**src/rtl/mem_arbiter_if.sv**
```systemverilog
// Requester and RAM signals of the instruction/data memory arbiter.
// The slave side is the arbiter, the master side is the requesters plus the RAM.
interface mem_arbiter_if #(
   parameter int ADDR_WIDTH = 10
);
   logic                  i_IReq;
   logic [31:0]           i_IAddr;
   logic                  o_IAck;
   logic [31:0]           o_IData;

   logic                  i_DReq;
   logic                  i_DWrite;
   logic [31:0]           i_DAddr;
   logic [31:0]           i_DWData;
   logic [2:0]            i_DWidth;
   logic                  i_DSignExt;
   logic                  o_DAck;
   logic [31:0]           o_DRData;
   logic                  o_DErr;

   logic                  o_RamEn;
   logic [3:0]            o_RamWe;
   logic [ADDR_WIDTH-1:0] o_RamAddr;
   logic [31:0]           o_RamWData;
   logic [31:0]           i_RamRData;

   modport slave (
      input  i_IReq, i_IAddr,
      output o_IAck, o_IData,
      input  i_DReq, i_DWrite, i_DAddr, i_DWData, i_DWidth, i_DSignExt,
      output o_DAck, o_DRData, o_DErr,
      output o_RamEn, o_RamWe, o_RamAddr, o_RamWData,
      input  i_RamRData
   );

   modport master (
      output i_IReq, i_IAddr,
      input  o_IAck, o_IData,
      output i_DReq, i_DWrite, i_DAddr, i_DWData, i_DWidth, i_DSignExt,
      input  o_DAck, o_DRData, o_DErr,
      input  o_RamEn, o_RamWe, o_RamAddr, o_RamWData,
      output i_RamRData
   );
endinterface

```
**src/rtl/mem_arbiter.sv**
```systemverilog
// Arbitrates instruction fetches and data loads/stores onto one single-port RAM.
// Data has priority; a starvation counter forces a fetch grant after repeated denials.
module mem_arbiter #(
   parameter int ADDR_WIDTH   = 10,
   parameter int STARVE_LIMIT = 4
) (
   input logic          i_CLK,
   input logic          i_RSTn,
   mem_arbiter_if.slave bus
);
   localparam int         CNT_W  = $clog2(STARVE_LIMIT + 1);
   localparam logic [2:0] W_BYTE = 3'd1;
   localparam logic [2:0] W_HALF = 3'd2;
   localparam logic [2:0] W_WORD = 3'd3;

   typedef enum logic [2:0] {IDLE, I_ACC, I_WAIT, D_ACC, D_WAIT, D_ERR} state_t;

   state_t                 state, state_nx;
   logic [CNT_W-1:0]       starve_cnt;
   logic                   starve_full;
   logic                   fetch_win, data_win, d_legal;

   logic                   ram_en_p0,    ram_en_p1;
   logic [3:0]             ram_we_p0,    ram_we_p1;
   logic [ADDR_WIDTH-1:0]  ram_addr_p0,  ram_addr_p1;
   logic [31:0]            ram_wdata_p0, ram_wdata_p1;

   logic [1:0]             d_off_p1;
   logic [2:0]             d_width_p1;
   logic                   d_sext_p1, d_write_p1;

   logic                   unused_addr_bits;

   function automatic logic is_legal(input logic [2:0] width, input logic [1:0] off);
      case (width)
         W_BYTE:  is_legal = 1'b1;
         W_HALF:  is_legal = ~off[0];
         W_WORD:  is_legal = (off == 2'b00);
         default: is_legal = 1'b0;
      endcase
   endfunction

   function automatic logic [3:0] store_lanes(input logic [2:0] width, input logic [1:0] off);
      case (width)
         W_BYTE:  store_lanes = 4'b0001 << off;
         W_HALF:  store_lanes = off[1] ? 4'b1100 : 4'b0011;
         default: store_lanes = 4'b1111;
      endcase
   endfunction

   function automatic logic [31:0] store_data(input logic [2:0] width, input logic [31:0] wd);
      case (width)
         W_BYTE:  store_data = {4{wd[7:0]}};
         W_HALF:  store_data = {2{wd[15:0]}};
         default: store_data = wd;
      endcase
   endfunction

   function automatic logic [31:0] load_extract(input logic [2:0] width, input logic [1:0] off,
                                                input logic sext, input logic [31:0] rdata);
      logic [31:0]        sh;
      logic signed [7:0]  b;
      logic signed [15:0] h;
      logic signed [31:0] ext;
      sh  = rdata >> {off, 3'b000};
      b   = sh[7:0];
      h   = sh[15:0];
      ext = '0;
      case (width)
         W_BYTE: begin
            if (sext) ext = b;
            else      ext = {24'h0, sh[7:0]};
         end
         W_HALF: begin
            if (sext) ext = h;
            else      ext = {16'h0, sh[15:0]};
         end
         default: ext = rdata;
      endcase
      load_extract = ext;
   endfunction

   assign starve_full      = (starve_cnt == CNT_W'(STARVE_LIMIT));
   assign d_legal          = is_legal(bus.i_DWidth, bus.i_DAddr[1:0]);
   assign unused_addr_bits = ^{bus.i_IAddr[31:ADDR_WIDTH+2], bus.i_IAddr[1:0],
                               bus.i_DAddr[31:ADDR_WIDTH+2]};

   always_comb begin
      state_nx     = state;
      fetch_win    = 1'b0;
      data_win     = 1'b0;
      ram_en_p0    = 1'b0;
      ram_we_p0    = '0;
      ram_addr_p0  = '0;
      ram_wdata_p0 = '0;
      case (state)
         IDLE: begin
            fetch_win = bus.i_IReq && (!bus.i_DReq || starve_full);
            data_win  = bus.i_DReq && !fetch_win;
            if (fetch_win) begin
               state_nx    = I_ACC;
               ram_en_p0   = 1'b1;
               ram_addr_p0 = bus.i_IAddr[ADDR_WIDTH+1:2];
            end else if (data_win) begin
               if (!d_legal) begin
                  state_nx = D_ERR;
               end else begin
                  state_nx    = D_ACC;
                  ram_en_p0   = 1'b1;
                  ram_addr_p0 = bus.i_DAddr[ADDR_WIDTH+1:2];
                  if (bus.i_DWrite) begin
                     ram_we_p0    = store_lanes(bus.i_DWidth, bus.i_DAddr[1:0]);
                     ram_wdata_p0 = store_data(bus.i_DWidth, bus.i_DWData);
                  end
               end
            end
         end
         I_ACC:   state_nx = I_WAIT;
         D_ACC:   state_nx = D_WAIT;
         default: state_nx = IDLE;
      endcase
   end

   // p0 -> p1: grant decision registered into the RAM strobe and FSM state
   always_ff @(posedge i_CLK or negedge i_RSTn) begin
      if (!i_RSTn) begin
         state        <= IDLE;
         starve_cnt   <= '0;
         ram_en_p1    <= 1'b0;
         ram_we_p1    <= '0;
         ram_addr_p1  <= '0;
         ram_wdata_p1 <= '0;
      end else begin
         state        <= state_nx;
         ram_en_p1    <= ram_en_p0;
         ram_we_p1    <= ram_we_p0;
         ram_addr_p1  <= ram_addr_p0;
         ram_wdata_p1 <= ram_wdata_p0;
         if (!bus.i_IReq || fetch_win)
            starve_cnt <= '0;
         else if (data_win && !starve_full)
            starve_cnt <= starve_cnt + CNT_W'(1);
      end
   end

   // Lane and extension info for the load result, captured at the data grant
   always_ff @(posedge i_CLK) begin
      if (data_win) begin
         d_off_p1   <= bus.i_DAddr[1:0];
         d_width_p1 <= bus.i_DWidth;
         d_sext_p1  <= bus.i_DSignExt;
         d_write_p1 <= bus.i_DWrite;
      end
   end

   assign bus.o_RamEn    = ram_en_p1;
   assign bus.o_RamWe    = ram_we_p1;
   assign bus.o_RamAddr  = ram_addr_p1;
   assign bus.o_RamWData = ram_wdata_p1;

   // p1 -> p2: RAM read data returns in the WAIT state and is acked combinationally
   assign bus.o_IAck   = (state == I_WAIT);
   assign bus.o_IData  = (state == I_WAIT) ? bus.i_RamRData : '0;
   assign bus.o_DAck   = (state == D_WAIT) || (state == D_ERR);
   assign bus.o_DErr   = (state == D_ERR);
   assign bus.o_DRData = (state == D_WAIT && !d_write_p1)
                         ? load_extract(d_width_p1, d_off_p1, d_sext_p1, bus.i_RamRData) : '0;
endmodule

```
**src/flat_wrapper.sv**
```systemverilog
// flat-port wrapper written by rule: the top's interface ports become plain ports
module mem_arbiter_flat 
#(
   parameter int ADDR_WIDTH   = 10,
   parameter int STARVE_LIMIT = 4
)
  (i_CLK, i_RSTn, bus_i_IReq, bus_i_IAddr, bus_o_IAck, bus_o_IData, bus_i_DReq, bus_i_DWrite, bus_i_DAddr, bus_i_DWData, bus_i_DWidth, bus_i_DSignExt, bus_o_DAck, bus_o_DRData, bus_o_DErr, bus_o_RamEn, bus_o_RamWe, bus_o_RamAddr, bus_o_RamWData, bus_i_RamRData);
  mem_arbiter_if #(.ADDR_WIDTH(ADDR_WIDTH)) bus_i ();
  input logic i_CLK;
  input logic i_RSTn;
  input wire logic [$bits(bus_i.i_IReq)-1:0] bus_i_IReq;
  input wire logic [$bits(bus_i.i_IAddr)-1:0] bus_i_IAddr;
  output wire logic [$bits(bus_i.o_IAck)-1:0] bus_o_IAck;
  output wire logic [$bits(bus_i.o_IData)-1:0] bus_o_IData;
  input wire logic [$bits(bus_i.i_DReq)-1:0] bus_i_DReq;
  input wire logic [$bits(bus_i.i_DWrite)-1:0] bus_i_DWrite;
  input wire logic [$bits(bus_i.i_DAddr)-1:0] bus_i_DAddr;
  input wire logic [$bits(bus_i.i_DWData)-1:0] bus_i_DWData;
  input wire logic [$bits(bus_i.i_DWidth)-1:0] bus_i_DWidth;
  input wire logic [$bits(bus_i.i_DSignExt)-1:0] bus_i_DSignExt;
  output wire logic [$bits(bus_i.o_DAck)-1:0] bus_o_DAck;
  output wire logic [$bits(bus_i.o_DRData)-1:0] bus_o_DRData;
  output wire logic [$bits(bus_i.o_DErr)-1:0] bus_o_DErr;
  output wire logic [$bits(bus_i.o_RamEn)-1:0] bus_o_RamEn;
  output wire logic [$bits(bus_i.o_RamWe)-1:0] bus_o_RamWe;
  output wire logic [$bits(bus_i.o_RamAddr)-1:0] bus_o_RamAddr;
  output wire logic [$bits(bus_i.o_RamWData)-1:0] bus_o_RamWData;
  input wire logic [$bits(bus_i.i_RamRData)-1:0] bus_i_RamRData;
  assign bus_i.i_IReq = bus_i_IReq;
  assign bus_i.i_IAddr = bus_i_IAddr;
  assign bus_o_IAck = bus_i.o_IAck;
  assign bus_o_IData = bus_i.o_IData;
  assign bus_i.i_DReq = bus_i_DReq;
  assign bus_i.i_DWrite = bus_i_DWrite;
  assign bus_i.i_DAddr = bus_i_DAddr;
  assign bus_i.i_DWData = bus_i_DWData;
  assign bus_i.i_DWidth = bus_i_DWidth;
  assign bus_i.i_DSignExt = bus_i_DSignExt;
  assign bus_o_DAck = bus_i.o_DAck;
  assign bus_o_DRData = bus_i.o_DRData;
  assign bus_o_DErr = bus_i.o_DErr;
  assign bus_o_RamEn = bus_i.o_RamEn;
  assign bus_o_RamWe = bus_i.o_RamWe;
  assign bus_o_RamAddr = bus_i.o_RamAddr;
  assign bus_o_RamWData = bus_i.o_RamWData;
  assign bus_i.i_RamRData = bus_i_RamRData;
  mem_arbiter #(.ADDR_WIDTH(ADDR_WIDTH), .STARVE_LIMIT(STARVE_LIMIT)) u_core (.i_CLK(i_CLK), .i_RSTn(i_RSTn), .bus(bus_i));
endmodule
```
**config.mk**
```make
export PLATFORM = sky130hd
export DESIGN_NAME = mem_arbiter_flat
export DESIGN_NICKNAME = d
export VERILOG_FILES = /design/src/rtl/mem_arbiter_if.sv /design/src/rtl/mem_arbiter.sv /design/src/flat_wrapper.sv
export SDC_FILE = /design/constraint.sdc
export NUM_CORES = 1
export LEC_CHECK = 0
export CAP_MARGIN = 20
export CORE_MARGIN = 2
export CORE_UTILIZATION = 38
export CTS_BUF_LIST = sky130_fd_sc_hd__clkbuf_4 sky130_fd_sc_hd__clkbuf_8
export CTS_CLUSTER_DIAMETER = 40
export CTS_CLUSTER_SIZE = 24
export DETAILED_ROUTE_END_ITERATION = 12
export PLACE_DENSITY = 0.95
export SETUP_SLACK_MARGIN = 0.15
export SLEW_MARGIN = 20
export SYNTH_ARGS = -nofsm -noshare
export SYNTH_HDL_FRONTEND = slang
export SYNTH_SLANG_ARGS = --single-unit
```
**constraint.sdc**
```tcl
create_clock -name i_CLK -period 5.4 [get_ports i_CLK]
set_input_delay 1.62 -clock i_CLK [delete_from_list [all_inputs] [get_ports i_CLK]]
set_output_delay 1.62 -clock i_CLK [all_outputs]
set_load 0.005 [all_outputs]
```
; ---- After elaboration in Yosys (flattened, before gate mapping)
; Index checks and enable logic that the tools add are counted.
[totals]
reg_bits = 60
latchBits = 0
ramBits = 0
mem_bits_ro = 0
inputBits = 137
wordCells = 76
memories = 0
[op_classes]
addsub = 1
n_mul = 0
div_mod_pow = 0
n_lt_le_gt_ge = 0
eq_ne = 12
shift = 2
n_mux = 35
bitwise = 1
n_reduce_logical = 15
[op_table]
columns = op, n
row1 = 2-to-1 mux 32 bit, 9
row2 = one-hot mux 32 bit (2 select lines), 2
row3 = 2-to-1 mux 10 bit, 4
row4 = >> shifter 32 x 5 -> 16 bit, 1
row5 = 2-to-1 mux 4 bit, 6
row6 = equality test 3 x 2 -> 1 bit (second input constant), 5
row7 = 2-to-1 mux 3 bit, 5
row8 = equality test 3 x 1 -> 1 bit (second input constant), 3
row9 = equality test 3 bit (second input constant), 3
row10 = one-hot mux 3 bit (3 select lines), 1
row11 = one-hot mux 4 bit (2 select lines), 1
row12 = 2-to-1 mux 1 bit, 6
row13 = logical NOT 1 bit, 5
row14 = logical AND 1 bit, 4
row15 = left shift 1 x 2 -> 4 bit (first input constant), 1
row16 = adder 3 x 1 -> 3 bit (second input constant), 1
row17 = logical NOT 3 bit, 1
row18 = logical OR 1 bit, 3
row19 = != test 3 x 1 -> 1 bit (second input constant), 1
row20 = one-hot mux 1 bit (3 select lines), 1
row21 = logical NOT 2 bit, 1
row22 = nonzero test 2 bit, 1
row23 = NOT 1 bit, 1

; ---- Depth between registers and ports, before layout
[logic_depth]
depth_word = 9
depth_mapped = 8
mapped_depth_nobuf = 6

; ---- Worst setup path before layout
; Ideal clock, no wire load.
[synth_timing]
path_type = input -> output
start = in bus_i_RamRData[31]
end = out bus_o_DRData[21]
t_arrival_ns = 2.977
required_ns = 3.780
slack_ns = 0.803
stages = 6
path_buffers = 2
path_cell_list = mux4_2 > o211ai_1 > a41o_1 > clkbuf_1 > clkbuf_1 > nor2_1
[synth_between]
elab_chain_cells = 4
word_cells_on_any_way = 5
[synth_rtl]
columns = element, line_no
row1 = start: declaration, flat_wrapper.sv:28  ; input wire logic [$bits(bus_i.i_RamRData)-1:0] bus_i_RamRData;
row2 = >> shifter 32 x 5 -> 16 bit *, mem_arbiter.sv:65  ; sh = rdata >> {off, 3'b000};
row3 = 2-to-1 mux 32 bit (on tied branches), "mem_arbiter.sv:75, mem_arbiter.sv:71"
row4 = one-hot mux 32 bit (2 select lines) *, mem_arbiter.sv:69  ; case (width)
row5 = 2-to-1 mux 32 bit *, mem_arbiter.sv:167  ; ? load_extract(d_width_p1, d_off_p1, d_sext_p1, bus.i_RamRData) : '0;
row6 = end: declaration, flat_wrapper.sv:22  ; output wire logic [$bits(bus_i.o_DRData)-1:0] bus_o_DRData;
; Mark *: on every way between the ends. The rest lies on a longest branch, timed or not.

; ---- Worst setup path after layout
[layout_timing]
start = in bus_i_RamRData[23]
end = out bus_o_DRData[25]
; The elaborated chain is that of the path after synthesis.

==> impl_metrics.env <==
export IMPL_outcome="finished clean"
export IMPL_endpoint_kind="output port"
export IMPL_fmax_mhz=191.7
export IMPL_crit_family="buffers and inverters"
export IMPL_row_count=34
export IMPL_ys_seq_elements=60
export IMPL_power_per_cell_area_nw_per_um2=268.1
export IMPL_arrival_ns=3.60
export IMPL_grt_overflow=0
export IMPL_clk_path_buf_depth=2
export IMPL_hold_class="reg -> reg"
export IMPL_wirelength_um=12650
export IMPL_hold_viol=0
export IMPL_holdBufCountCts=0
export IMPL_crit_chain="clkdlybuf4s50_1 -> mux4_2 -> o211ai_1 -> a41o_1 -> buf_12 -> nor2_1 -> clkdlybuf4s50_1"
export IMPL_crit_path_max_fanout=16
export IMPL_grt_first_pass_wirelength_um=19380
export IMPL_async_reset_ff_frac=0.8833
export IMPL_place_gp_congestion=0.9394
export IMPL_pwr_share_clk=0.231
export IMPL_layout_commonest_cell="clkdlybuf4s50_1"
export IMPL_start_util=0.3929
export IMPL_slew_viol_final=0
export IMPL_syn_inst=395
export IMPL_yosys_most_used_dff="dfrtp_1"
export IMPL_final_util=0.6643
export IMPL_synth_edf_count=7
export IMPL_crit_top_cell="clkdlybuf4s50_1"
export IMPL_ir_drop_uv=202.8
export IMPL_p_total_mw=1.561
export IMPL_p_int_mw=1.055
export IMPL_core_region_area_um2=8763
export IMPL_cts_tree="done"
export IMPL_io_buffers=208
export IMPL_drt_iter0_drc=202
export IMPL_cts_sinks=60
export IMPL_clkTransAtPathRegs_ns=0.07
export IMPL_antenna_found_initial=0
export IMPL_crit_slowest_cell="mux4_2"
export IMPL_synth_distinct_cells=41
export IMPL_drt_first_pass_iters=5
export IMPL_drive_gt1_frac=0.09406
export IMPL_required_ns=3.78
export IMPL_layout_setup_ws_ns=0.1845
export IMPL_fin_crit_ns=5.215
export IMPL_wl_per_cell_um=17.71
export IMPL_grt_pass1_vias=3896
export IMPL_slowest_delay_ns=0.50
export IMPL_vias_per_cell=5.319
export IMPL_post_dp_hpwl_um=9822
export IMPL_switching_share=0.3239
export IMPL_diodes=0
export IMPL_die_h_um=99.19
export IMPL_area_delta_synth_final_pct=69.08
export IMPL_synth_area_um2=3443
export IMPL_max_cap_violations=0
export IMPL_rsz0062_at_grt="yes"
export IMPL_timing_hold_ws_ns=0.5342
export IMPL_syn_num_nets=534
export IMPL_drc=0
export IMPL_period_share=0.9658
export IMPL_fin_skew_ns=0.008295
export IMPL_htree_levels=3
export IMPL_dp_worst_setup_slack_ns=0.04255
export IMPL_clkLatencyLatePin_ns=0.33
export IMPL_p_leak_nw=2.461
export IMPL_power_frac_seq=0.352
export IMPL_postRouteAntennaNets=0
export IMPL_critPathLaunchType="input pin"
export IMPL_worst_path_buf_inv=3
export IMPL_die_x_um=99.19
export IMPL_io_pin_count=251
export IMPL_worst_pin_slew_ns=1.013
export IMPL_nNetsFinal=740
export IMPL_route_vias_total=3798
export IMPL_ys_seq_area_frac=0.4462
export IMPL_finalSetupViolCount=0
export IMPL_p_comb_frac=0.417
export IMPL_p_sw_mw=0.5055
export IMPL_cts_buffers=9
export IMPL_ys_warn_count=0
export IMPL_worstSetupPathType="in -> out"
export IMPL_finalSetupTns_ns=0
export IMPL_gr_usage_all_layers=0.2522
export IMPL_slew_limit_headroom=0.3207
export IMPL_mostFrequentLayoutCells="clkdlybuf4s50_1, nand2_1, dfrtp_1, nor2_1, and2_1"
export IMPL_root_buffer="clkbuf_8"
export IMPL_synth_area_per_cell_um2=8.717
export IMPL_dieArea_um2=9839
export IMPL_grt_max_degree=54
## worst paths after layout
kind	slack (ns)	endpoint	from	cells after the start
worst max-delay path	0.18	bus_o_DRData[25]	bus_i_RamRData[23]	7
worst min-delay path	0.53	u_core.state[1]	u_core.state[1]	1
worst max register to register	3.04	u_core.bus.o_RamWData[2]	u_core.state[0]	4
worst min register to register	0.53	u_core.state[1]	u_core.state[1]	1
max in group asynchronous	3.55	u_core.bus.o_RamWe[3]	i_RSTn	2
min in group asynchronous	1.39	u_core.bus.o_RamAddr[2]	i_RSTn	2
## cells in the mapped netlist, types with 2 or more instances
library cell  count  area [µm²]
and2_1           41       256.5
a21oi_1          32       160.2
mux2i_1           9       90.09
and3_1            8       50.05
nor2b_1           9       56.30
clkbuf_1         18       67.56
edfxtp_1          7       210.2
a22o_1           10       87.58
ha_1              2       25.02
nor3b_1           3       22.52
or3_1             5       31.28
nand2_1          65       244.0
nor3_1           10       50.05
a211oi_1          7       52.55
or3b_2            2       17.52
dfrtp_1          53        1326
a31oi_1           9       56.30
o21ai_0          11       55.05
a21oi_2          18       157.7
inv_1             8       30.03
nor2_1           42       157.7
buf_6             3       33.78
nand2b_1          5       31.28
## power groups by stage
stage,combinational (mW),sequential (mW),clock [mW]
floorplan,0.300,0.540,0
global placement,0.625,0.552,0
detailed placement,0.642,0.557,0
CTS,0.649,0.549,0.367
global route,0.699,0.557,0.389
finish,0.650,0.550,0.361
## cells by family after synthesis
kind of cell	after synthesis	share of synthesized area
buf+inv	31	0.04069
fa+ha+maj	2	0.007266
compound gates	94	0.1846
flops	60	0.4462
mux	11	0.03597
xor+xnor	1	0.002544
simple gates	196	0.2827
## registers in the layout (all words and copies together), names as in the netlist
register	count
u_core.starve_cnt	3
u_core.state	3
u_core.bus.o_RamAddr	10
u_core.d_off_p1	2
u_core.bus.o_RamEn	1
u_core.bus.o_RamWData	32
u_core.bus.o_RamWe	4
u_core.d_sext_p1	1
u_core.d_width_p1	3
u_core.d_write_p1	1
## layer usage
metal  up-vias  GRT usage  wire [µm]
li1       1764          -          -
met1      1778     0.2598       4374
met2       220     0.4657       6537
met3        36    0.07238       1271
met4         0     0.1233        465
met5         -          0          0
## per-stage QoR
| stage | instances | cell area (µm²) |
|---|---|---|
| finish | 714 | 5822 |
| global route | 714 | 5822 |
| CTS | 713 | 5812 |
| detailed placement | 697 | 5630 |
| global placement | 697 | 5630 |
| floorplan | 395 | 3443 |
## what timing repair did
action	CTS	global route
setup buffers	0	1
cloned	0	0
pin swaps	0	1
resized for setup	5	1
endpoints found under the setup margin	23	15
## cell type report
cell class / instances / area (µm²)
Fill cell: 713 / 2942
Inverter: 8 / 30.03
Sequential cell: 60 / 1536
Clock inverter: 2 / 10.01
Multi-Input combinational cell: 304 / 1779
Tap cell: 108 / 135.1
Clock buffer: 14 / 167.7
Timing Repair Buffer: 218 / 2163
Power figures use the tool's default switching activity.
